`src/rtl/cycle_detector.sv`:
```
// Attractor detector: matches each new state against a shift-register history.
// Optional no-attractor timeout is built only when CYCLE_DET_TIMEOUT_EN is defined.
module cycle_detector #(
    parameter int N       = 8,
    parameter int DEPTH   = 8,
    parameter int WARMUP  = 2,
    parameter int SW      = 8,
    parameter int TIMEOUT = 64
) (
    input  logic                       clk,
    input  logic                       rst,
    input  logic                       init_chg,
    input  logic                       x_valid,
    input  logic [N-1:0]               x,
    output logic                       flag,
    output logic                       fixed,
    output logic [$clog2(DEPTH+1)-1:0] period,
    output logic                       locked,
    output logic [SW-1:0]              onset,
    output logic                       timeout
);

    localparam int PW = $clog2(DEPTH+1);

    logic [N-1:0]   hist_q [1:DEPTH];
    logic [N-1:0]   hist_d [1:DEPTH];
    logic [DEPTH:1] valid_q, valid_d;
    logic [SW-1:0]  cnt_q, cnt_d;
    logic [PW-1:0]  period_q, period_d;
    logic           flag_q, flag_d;
    logic           fixed_q, fixed_d;
    logic           locked_q, locked_d;
    logic [SW-1:0]  onset_q, onset_d;

    logic           accept;
    logic           det_en;
    logic [PW-1:0]  hit;

    assign accept = x_valid & ~init_chg;
    assign det_en = 32'(cnt_q) >= WARMUP;

    // Scan from the deepest entry so the smallest matching k is kept.
    always_comb begin
        hit = '0;
        for (int k = DEPTH; k >= 1; k--) begin
            if (valid_q[k] && (hist_q[k] == x)) begin
                hit = PW'(k);
            end
        end
    end

    always_comb begin
        hist_d   = hist_q;
        valid_d  = valid_q;
        cnt_d    = cnt_q;
        period_d = period_q;
        flag_d   = flag_q;
        fixed_d  = fixed_q;
        locked_d = locked_q;
        onset_d  = onset_q;
        if (init_chg) begin
            for (int k = 1; k <= DEPTH; k++) begin
                hist_d[k] = '0;
            end
            valid_d  = '0;
            cnt_d    = '0;
            period_d = '0;
            flag_d   = 1'b0;
            fixed_d  = 1'b0;
            locked_d = 1'b0;
            onset_d  = '0;
        end else if (x_valid) begin
            hist_d[1]  = x;
            valid_d[1] = 1'b1;
            for (int k = 2; k <= DEPTH; k++) begin
                hist_d[k]  = hist_q[k-1];
                valid_d[k] = valid_q[k-1];
            end
            if (cnt_q != {SW{1'b1}}) begin
                cnt_d = cnt_q + 1'b1;
            end
            period_d = det_en ? hit : '0;
            fixed_d  = det_en && (hit == PW'(1));
            flag_d   = det_en && (hit >= PW'(2));
            if (det_en && (hit != '0) && !locked_q) begin
                locked_d = 1'b1;
                onset_d  = cnt_q;
            end
        end
    end

    always_ff @(posedge clk or negedge rst) begin
        if (!rst) begin
            for (int k = 1; k <= DEPTH; k++) begin
                hist_q[k] <= '0;
            end
            valid_q  <= '0;
            cnt_q    <= '0;
            period_q <= '0;
            flag_q   <= 1'b0;
            fixed_q  <= 1'b0;
            locked_q <= 1'b0;
            onset_q  <= '0;
        end else begin
            hist_q   <= hist_d;
            valid_q  <= valid_d;
            cnt_q    <= cnt_d;
            period_q <= period_d;
            flag_q   <= flag_d;
            fixed_q  <= fixed_d;
            locked_q <= locked_d;
            onset_q  <= onset_d;
        end
    end

    assign flag   = flag_q;
    assign fixed  = fixed_q;
    assign period = period_q;
    assign locked = locked_q;
    assign onset  = onset_q;

`ifdef CYCLE_DET_TIMEOUT_EN
    localparam int TW = $clog2(TIMEOUT+1);

    logic [TW-1:0] tcnt_q, tcnt_d;
    logic          timeout_q, timeout_d;

    // A lock on the same sample suppresses the timeout.
    always_comb begin
        tcnt_d    = tcnt_q;
        timeout_d = timeout_q;
        if (init_chg) begin
            tcnt_d    = '0;
            timeout_d = 1'b0;
        end else if (accept && !locked_q) begin
            if (tcnt_q != TW'(TIMEOUT)) begin
                tcnt_d = tcnt_q + 1'b1;
            end
            if (!locked_d && (tcnt_d == TW'(TIMEOUT))) begin
                timeout_d = 1'b1;
            end
        end
    end

    always_ff @(posedge clk or negedge rst) begin
        if (!rst) begin
            tcnt_q    <= '0;
            timeout_q <= 1'b0;
        end else begin
            tcnt_q    <= tcnt_d;
            timeout_q <= timeout_d;
        end
    end

    assign timeout = timeout_q;
`else
    logic timeout_unused;
    assign timeout_unused = (TIMEOUT > 0) & accept;
    assign timeout = 1'b0;
`endif

endmodule

```
`config.mk`:
```
export PLATFORM = sky130hd
export DESIGN_NAME = cycle_detector
export DESIGN_NICKNAME = d
export VERILOG_FILES = /design/src/rtl/cycle_detector.sv
export SDC_FILE = /design/constraint.sdc
export NUM_CORES = 1
export LEC_CHECK = 0
export CAP_MARGIN = 30
export CORE_ASPECT_RATIO = 1.25
export CORE_MARGIN = 4
export CORE_UTILIZATION = 37
export CTS_CLUSTER_SIZE = 20
export DETAILED_ROUTE_END_ITERATION = 16
export PLACE_DENSITY = 0.63
export SYNTH_ARGS = -nofsm -noshare
export SYNTH_HDL_FRONTEND = slang
export SYNTH_SLANG_ARGS = --single-unit
```
`constraint.sdc`:
```
create_clock -name clk -period 2.6 [get_ports clk]
set_input_delay 0.52 -clock clk [delete_from_list [all_inputs] [get_ports clk]]
set_output_delay 0.52 -clock clk [all_outputs]
set_load 0.02 [all_outputs]
```
---- After elaboration in Yosys (flattened, before gate mapping) ----
Cells that the tools add are included.
cells by class
  mux-type cells .......................... 28
  multipliers ............................. 0
  bitwise operators ....................... 0
  order comparisons ....................... 2
  div/mod/pow operators ................... 0
  shift operators ......................... 0
  reductions and logical operators ........ 19
  equal/unequal tests ..................... 10
  add/sub/neg operators ................... 1
operators with widths
  cell                                                                    count
  64-bit 2-to-1 mux                                                       2
  8-bit == test                                                           8
  8-bit 2-to-1 mux                                                        8
  4-bit 2-to-1 mux                                                        11
  1-bit logical AND                                                       12
  8-bit by 1-bit adder with 8-bit output (second input constant)          1
  8-bit by 2-bit >= comparator with 1-bit output (second input constant)  1
  8-bit != test (second input constant)                                   1
  1-bit 2-to-1 mux                                                        7
  2-bit nonzero test                                                      3
  4-bit by 1-bit == test with 1-bit output (second input constant)        1
  4-bit by 2-bit >= comparator with 1-bit output (second input constant)  1
  2-bit AND reduction                                                     2
  4-bit nonzero test                                                      1
  1-bit zero test                                                         1
word-level totals
  bits in registers ....................... 95
  bits in writable memories ............... 0
  bits in read-only memories .............. 0
  input bits .............................. 12
  logic and storage cells ................. 75
  latch bits .............................. 0
  memories ................................ 0

---- Logic depth before layout (Yosys ltp) ----
Gate-level depths: netlist (run 1).
  depth in word-level cells ............... 16
  mapped depth ............................ 8
  depth with buffers taken out ............ 8

---- Worst setup path before layout (run 1) ----
Ideal clock, no wire load.
  path kind ............................... input to register
  start ................................... input x[3]
  end ..................................... register onset_q[0] (netlist: onset[0])
  slack ................................... 0.716 ns
  buffers on the path ..................... 2
  arrival ................................. 1.805 ns
  stages .................................. 7
  path through ............................ buf_6 -> xor2_1 -> nor4_1 -> nand4_1 -> a41oi_2 -> buf_6 -> mux2i_1
on the way
  word-level cells in the longest chain between the ends .. 15
  elaborated cells on any way between the ends .. 29
ends and longest elaborated chain
  what                                 line  source
  from (decl)                          14    input logic [N-1:0] x,
  8-bit == test                        46    if (valid_q[k] && (hist_q[k] == x)) begin
  1-bit logical AND                    46
  4-bit 2-to-1 mux (7 in series)       46
  4-bit 2-to-1 mux (*)                 46
  4-bit nonzero test (*)               85    if (det_en && (hit != '0) && !locked_q) begin
  1-bit logical AND (*) (2 in series)  85
  2-bit nonzero test (no line) (*)     --
  2-bit AND reduction (no line) (*)    --
  to (signal assigned)                 112   onset_q <= onset_d;
  to (decl)                            33    logic [SW-1:0] onset_q, onset_d;
Mark *: on every way between the ends. The rest lies on a longest branch, timed or not.
A chain may end at the register's enable or synchronous reset.

---- Worst setup path in the final report (run 1) ----
  start ................................... input x[5]
  end ..................................... register onset_q[7] (netlist: onset[7])
The elaborated chain is that of the path after synthesis.

==> results of run 1 <==
-- worst max-delay path, stage by stage --
cell	delay, ns
clkdlybuf4s50_1	0.46
buf_12	0.17
xnor2_1	0.28
nand4_2	0.15
nor3_2	0.25
nor4_4	0.09
a41oi_2	0.20
buf_12	0.17
mux2i_1	0.20
-- flip-flops by register name, indices dropped and copies added, names as in the netlist --
signal	count
period	4
flag	1
onset	8
valid_q	8
fixed	1
locked	1
cnt_q	8
hist_q	64
-- power breakdown --
group / total, mW / switching [mW] / internal [mW]
combinational: 0.296 / 0.170 / 0.126
clock: 1.38 / 0.550 / 0.835
sequential: 1.52 / 0.0222 / 1.50
-- layout by cell type, fill, tap and decap left out, drive strengths merged --
cell type      instances
o21ba                  2
nor4                   3
nor2b                  1
clkinv                 3
conb                   1
nand2b                17
ha                     2
or3                    1
or4                    2
nor3                   8
o311ai                 1
inv                    1
nand2                 14
bufinv                 2
dfrtp                 95
mux2i                 79
and4                   1
or2                    1
a41oi                  1
nand3                  9
clkdlybuf4s50         23
a22o                   3
xor2                  17
nor2                  85
buf                   26
nand4                  9
clkinvlp               1
o2111a                 1
and3                   1
o31ai                  3
o21ai                  2
and2                   1
xnor2                 54
a211oi                 1
clkbuf                 9
o21a                   1
-- routing by layer --
layer	share of wire [%]	up-vias	global-route usage (%)	wire length, um
met1	45	1539	17.33	4355
met3	2.2	16	2.493	219
li1	-	1548	-	-
met5	0	-	0	0
met2	51	42	23.65	4940
met4	2.3	0	6.502	227
-- kinds of logic after synthesis --
| family | synth area share (%) |
|---|---|
| AOI/OAI and AO/OA | 2.670 |
| xor gates and xnor gates | 12.76 |
| adders and majority gates | 0.5133 |
| buffers and inverters | 3.876 |
| DFF | 48.77 |
| muxes | 16.22 |
| other | 0.07693 |
| and+or+nand+nor | 15.12 |
-- stage by stage --
stage | total power, mW | hold WS, ns
after floorplan | 1.741 | 0.2244
after global placement | 1.846 | 0.4723
after detailed placement | 1.850 | 0.4766
after CTS | 3.251 | 0.2350
after global routing | 3.336 | 0.2673
final | 3.201 | 0.2135
-- worst paths after layout --
| kind | endpoint | slack [ns] | depth (start not counted) |
|---|---|---|---|
| max in group asynchronous | onset[7] | 1.63 | 2 |
| min in group clk | period[2] | 0.49 | 2 |
| max | onset[7] | 0.36 | 9 |
| min | hist_q[23] | 0.21 | 1 |
| max reg2reg | locked | 0.51 | 8 |
| min reg2reg | period[2] | 0.49 | 2 |
-- final cells by class --
type	instances	area (sq um)
inverter	1	3.754
multi-input combinational	321	2308
clock inverter	6	86.33
sequential	95	2377
clock buffer	9	225.2
tap	168	210.2
timing repair buffer	49	498.0
fill	1226	7068
==> summary.md, run 1 <==
| Metric | Value |
|---|---|
| Post-Place Cells | around 630 |
| Unrepaired setup endpoints after global routing | false |
| Cell Area, Placed | 5398 sq um |
| H-Tree Depth | 3 |
| FP Rows | 46 |
| Final Setup Violations | 0 |
| Static Leakage | between 2 and 3 nW |
| Core ar. | about 13,000 sq um |
| Post-synth top area share | slightly below 50% |
| Wire length per cell | between 15 and 20 um |
| Share of layout cells above drive strength 1 | between 10% and 20% |
| Cell taking the most area after synthesis | dfrtp_1 |
| Top cells by area, synth | dfrtp_1 (49%), mux2i_1 (16%), xnor2_1 (9.7%) |
| Post-synth top flop | dfrtp_1 |
| NumNets Final | around 490 |
| Slew Viols, Final | 0 |
| Area Growth Syn to Fin | 17.12% |
| Clock Latency Late Sink | 0.34 ns |
| Die width | 110.7 um |
| Fin util | approximately 45% |
| Total gr overflow | 0 |
| Clk buf depth | 2 |
| Most frequent cells after synthesis | dfrtp_1 (95), nor2_1 (85), mux2i_1 (79) |
| Final WL | 9743 um |
| # DRC | 0 |
| Final HPWL DP | about 6900 um |
| TritonCTS Buffers | 9 |
| Cts repair resizes | 0 |
| Setup ws final | between 0.3 and 0.4 ns |
| Power Density | about 560 nW/um^2 |
| Final hold vios | 0 |
| Clock transition at path regs | ~0.060 ns |
| Die area | between 15,000 and 20,000 sq um |
| Count of cell types in the netlist | between 40 and 50 |
| Vias in the first global route | roughly 3.2k |
| Max Clock Skew | approximately 0.0070 ns |
| Final cell area excluding filler cells | 5709 sq um |
| Seq/Total Area, Yosys | roughly half |
| ANT nets after route | 0 |
| #FFs+latches synth | 95 |
| Hold-fix buffers at CTS | 0 |
| Synth warn | 0 |
| Postcts setup bufs | 0 |
| Tot GR Track Use | about 14% |
| Non-Filler Instances | ~650 |
| Via Count | about 3.1k |
| Synth Instances | 446 |
| Syn_nets | 460 |
| DRT Pass-1 Iters | 4 |
| Worst path required time | between 2 and 3 ns |
| Slew HR | a little over half |
| Final Cycle Share | 86.06% |
| FMAX | ~450 MHz |
| Max FO, Critical Path | 9 |
| Setup WS pre-CTS | -0.002818 ns |
| Root Buffer | clkbuf_16 |
| CP startpoint kind | primary input |
| Input/output buffers | 26 |
| Largest net degree at the start of global routing | 74 |
| Synth Area per Inst | approximately 11 sq um |
| Peak supply drop | about 0.33 mV |
| Tightest Pin Transition | 0.6881 ns |
| Crit path time final | around 2.2 ns |
| # IOs | 28 |
| CP Data Arrival Time | between 2 and 2.5 ns |
| Most frequent cell after synthesis | dfrtp_1 |
| Initial Util | about two fifths |
| Mapped Area | 4875 sq um |
| Post-synth ARST share | 100.0% |
| First-pass GRT wire length | around 17,000 um |
| TritonCTS clock tree | done |
| 1st-iter DRT viols | between 200 and 250 |
| Initial antenna violation count | 0 |
| WS Path Type | in -> reg |
| Antenna diodes | 0 |
| Status | completed |
| GP Congestion | about 0.84 |
| Number of flops mapped to enable cells by yosys | 0 |
| # clock sinks | between 90 and 100 |
| Vias/cell | between 4 and 5 |
| Maxcap violations | 0 |
| HP Class | in -> async |
| CP endpoint kind | flop |
| Critical path launch point | x[5] |
| Fin Setup TNS | 0 ns |
| Die Height | about 140 um |
| RR Startpoint | cnt_q[0] |
Note: power is estimated with default switching activity, not from simulation.
==> run 2, diff against run 1 <==
--- a/config.mk
+++ b/config.mk
@@ -5,7 +5,7 @@
 export SDC_FILE = /design/constraint.sdc
 export NUM_CORES = 1
 export LEC_CHECK = 0
-export CAP_MARGIN = 30
+export CAP_MARGIN = 40
 export CORE_ASPECT_RATIO = 1.25
 export CORE_MARGIN = 4
 export CORE_UTILIZATION = 37
==> results of run 2 <==
Same layout as run 1: the final DEF is identical, and so are final timing and power.
==> run 3, diff against run 2 <==
--- a/config.mk
+++ b/config.mk
@@ -8,10 +8,10 @@
 export CAP_MARGIN = 40
 export CORE_ASPECT_RATIO = 1.25
 export CORE_MARGIN = 4
-export CORE_UTILIZATION = 37
+export CORE_UTILIZATION = 28
 export CTS_CLUSTER_SIZE = 20
 export DETAILED_ROUTE_END_ITERATION = 16
-export PLACE_DENSITY = 0.63
+export PLACE_DENSITY = 0.53
 export SYNTH_ARGS = -nofsm -noshare
 export SYNTH_HDL_FRONTEND = slang
 export SYNTH_SLANG_ARGS = --single-unit
==> summary.md, run 3 (same netlist as run 1, synthesis figures left out) <==
| Metric | Value |
|---|---|
| Die area | 19,600 sq um (+30%) |
| Register bank with the most flops | hist_q |
| Area Growth Syn to Fin | 18.51% |
| TritonCTS clock tree | done |
| Final Cycle Share | 87.50% (+1.4 points) |
| ANT nets after route | 0 (unchanged) |
| Final hold vios | 0 (unchanged) |
| # IOs | 28 (unchanged) |
| CP dominant cell by count | buf_12 |
| CP endpoint kind | flop |
| Crit path time final | 2.275 ns (+0.03748 ns) |
| H-Tree Depth | 3 (unchanged) |
| Leading cell type in the layout, fill and taps excluded | dfrtp_1 |
| Initial Util | 28.71% (-9.4 points) |
| Reg power frac | 51.0% (+3.5 points) |
| Fillers | 1,756 (+43%) |
| Clock Latency Late Sink | 0.33 ns (about the same) |
| First-pass GRT wire length | 17,260 um (+2.6%) |
| Via Count | 3,129 (-0.51%) |
| Initial antenna violation count | 0 (unchanged) |
| Tot GR Track Use | 10.95% (-3.0 points) |
| CP max stage cell | clkdlybuf4s50_1 |
| Postcts setup bufs | 0 (unchanged) |
| Worst path required time | 2.86 ns (about the same) |
| Final WL | 10,160 um (+4.3%) |
| Max FO, Critical Path | 9 (unchanged) |
| TritonCTS Buffers | 9 (unchanged) |
| Design internal power | 2.272 mW (-7.6%) |
| DRT Pass-1 Iters | 4 (unchanged) |
| Input/output buffers | 26 (unchanged) |
| Status | completed |
| FP Rows | 53 (+15%) |
| GP Congestion | 0.7976 (-4.5%) |
| Most frequent cells in the layout | dfrtp_1 (95), nor2_1 (85), mux2i_1 (79), xnor2_1 (54), clkdlybuf4s50_1 (23) |
| Final Setup Violations | 0 (unchanged) |
| Tightest Pin Transition | 0.6115 ns (-0.07654 ns) |
| Static Leakage | 2.581 nW (-0.24%) |
| Clock transition at path regs | 0.06 ns (about the same) |
| 1st-iter DRT viols | 189 (-14%) |
| Share of total power in combinational logic | 10.4% (+1.2 points) |
| Power Density | 516.3 nW/um^2 (-7.9%) |
| Peak supply drop | 0.2752 mV (-16%) |
| FMAX | 439.6 MHz (-1.6%) |
| Sw frac | 23.81% (+0.63 points) |
| Core ar. | 16,980 sq um (+33%) |
| Maxcap violations | 0 (unchanged) |
| Max reg flops | 64 (unchanged) |
| Max stage delay on crit path | 0.45 ns (about the same) |
| Total power | 2.982 mW (-6.8%) |
| Slew HR | 59.23% (+5.1 points) |
| CP Data Arrival Time | 2.53 ns (+0.04 ns) |
| Root Buffer | clkbuf_16 |
| Die Height | 155.5 um (+14%) |
| Share of layout cells above drive strength 1 | 9.186% (-1.0 points) |
| Hold-fix buffers at CTS | 0 (unchanged) |
| Unrepaired setup endpoints after global routing | false |
| Vias/cell | 4.476 (-7.6%) |
| Max Clock Skew | 0.004427 ns (-0.002567 ns) |
| Die width | 126.0 um (+14%) |
| Antenna diodes | 0 (unchanged) |
| Wire length per cell | 14.54 um (-3.2%) |
| Critical-path cell list | clkdlybuf4s50_1 -> buf_12 -> xor2_1 -> nor4_1 -> nand4_1 -> a41oi_2 -> buf_12 -> mux2i_1 |
| Final HPWL DP | 7267 um (+5.3%) |
| HP Class | in -> async |
| NetSw | 0.7102 mW (-4.3%) |
| WS Path Type | in -> reg |
| # clock sinks | 95 (unchanged) |
| Minimum hold slack | 0.2004 ns (-0.01305 ns) |
| Largest net degree at the start of global routing | 74 (unchanged) |
| CP startpoint kind | primary input |
| Clock Power Share | 38.6% (-4.7 points) |
| Slew Viols, Final | 0 (unchanged) |
| # DRC | 0 (unchanged) |
| Clk buf depth | 2 (unchanged) |
| Cts repair resizes | 0 (unchanged) |
| Total gr overflow | 0 (unchanged) |
| NumNets Final | 490 (-0.20%) |
| Vias in the first global route | 3,204 (-0.59%) |
-- run 3: cell types whose count changed in the layout (fill, tap and decap cells not counted), sizes merged --
cell	delta
buf	-1
clkbuf	+3
clkinv	-1
clkinvlp	-1
bufinv	-2
-- run 3: final cells by class --
cell class	instances	area, sq um	share of cell area, %
clock buffers	12	236.5	4.094
clock inverters	2	10.01	0.1733
inverters	1	3.754	0.06498
multi-input cells	321	2308	39.96
flip-flops and latches	95	2377	41.15
well taps	220	275.3	4.765
repair buffers	48	565.5	9.790
-- run 3: power groups by stage --
stage / clock [mW] / combinational (mW) / sequential, mW
after floorplan: 0 / 0.199 / 1.54
after global placement: 0 / 0.314 / 1.55
after detailed placement: 0 / 0.316 / 1.55
after CTS: 1.20 / 0.318 / 1.52
after global routing: 1.26 / 0.341 / 1.52
final: 1.15 / 0.309 / 1.52
-- run 3: path summary, 6_finish.rpt --
kind	from	slack, ns	cells after the start	end
worst max-delay path	x[3]	0.32	8	onset[2]
worst min-delay path	rst	0.20	1	hist_q[48]
max in group asynchronous	rst	1.71	2	onset[4]
worst max register to register	cnt_q[0]	0.52	8	locked
worst min register to register	period[2]	0.49	2	period[2]
min in group clk	period[2]	0.49	2	period[2]
-- run 3: routing by layer --
metal | global-route usage (%) | routed length [um]
met1 | 13.68 | 4538
met3 | 2.163 | 209
met2 | 18.46 | 5167
met5 | 0 | 0
met4 | 4.701 | 247
-- run 3: stage by stage --
stage	TNS, ns	area, sq um	setup slack [ns]	util [%]	cells
2_1_floorplan	0	4875	0.7159	-	446
3_3_place_gp	0	5530	0.04293	32.58	685
6_report	0	5777	0.3250	34.03	699
5_1_grt	0	5777	0.1705	34.03	699
3_5_place_dp	-0.1890	5530	-0.05529	32.58	685
4_1_cts	0	5777	0.3204	34.03	699
-- run 3: critical path, delay by kind of cell --
kind | cells | cell delay, ns
compound gates | 1 | 0.28
simple gates | 2 | 0.60
mux | 1 | 0.19
xor+xnor | 1 | 0.15
buf+inv | 3 | 0.79
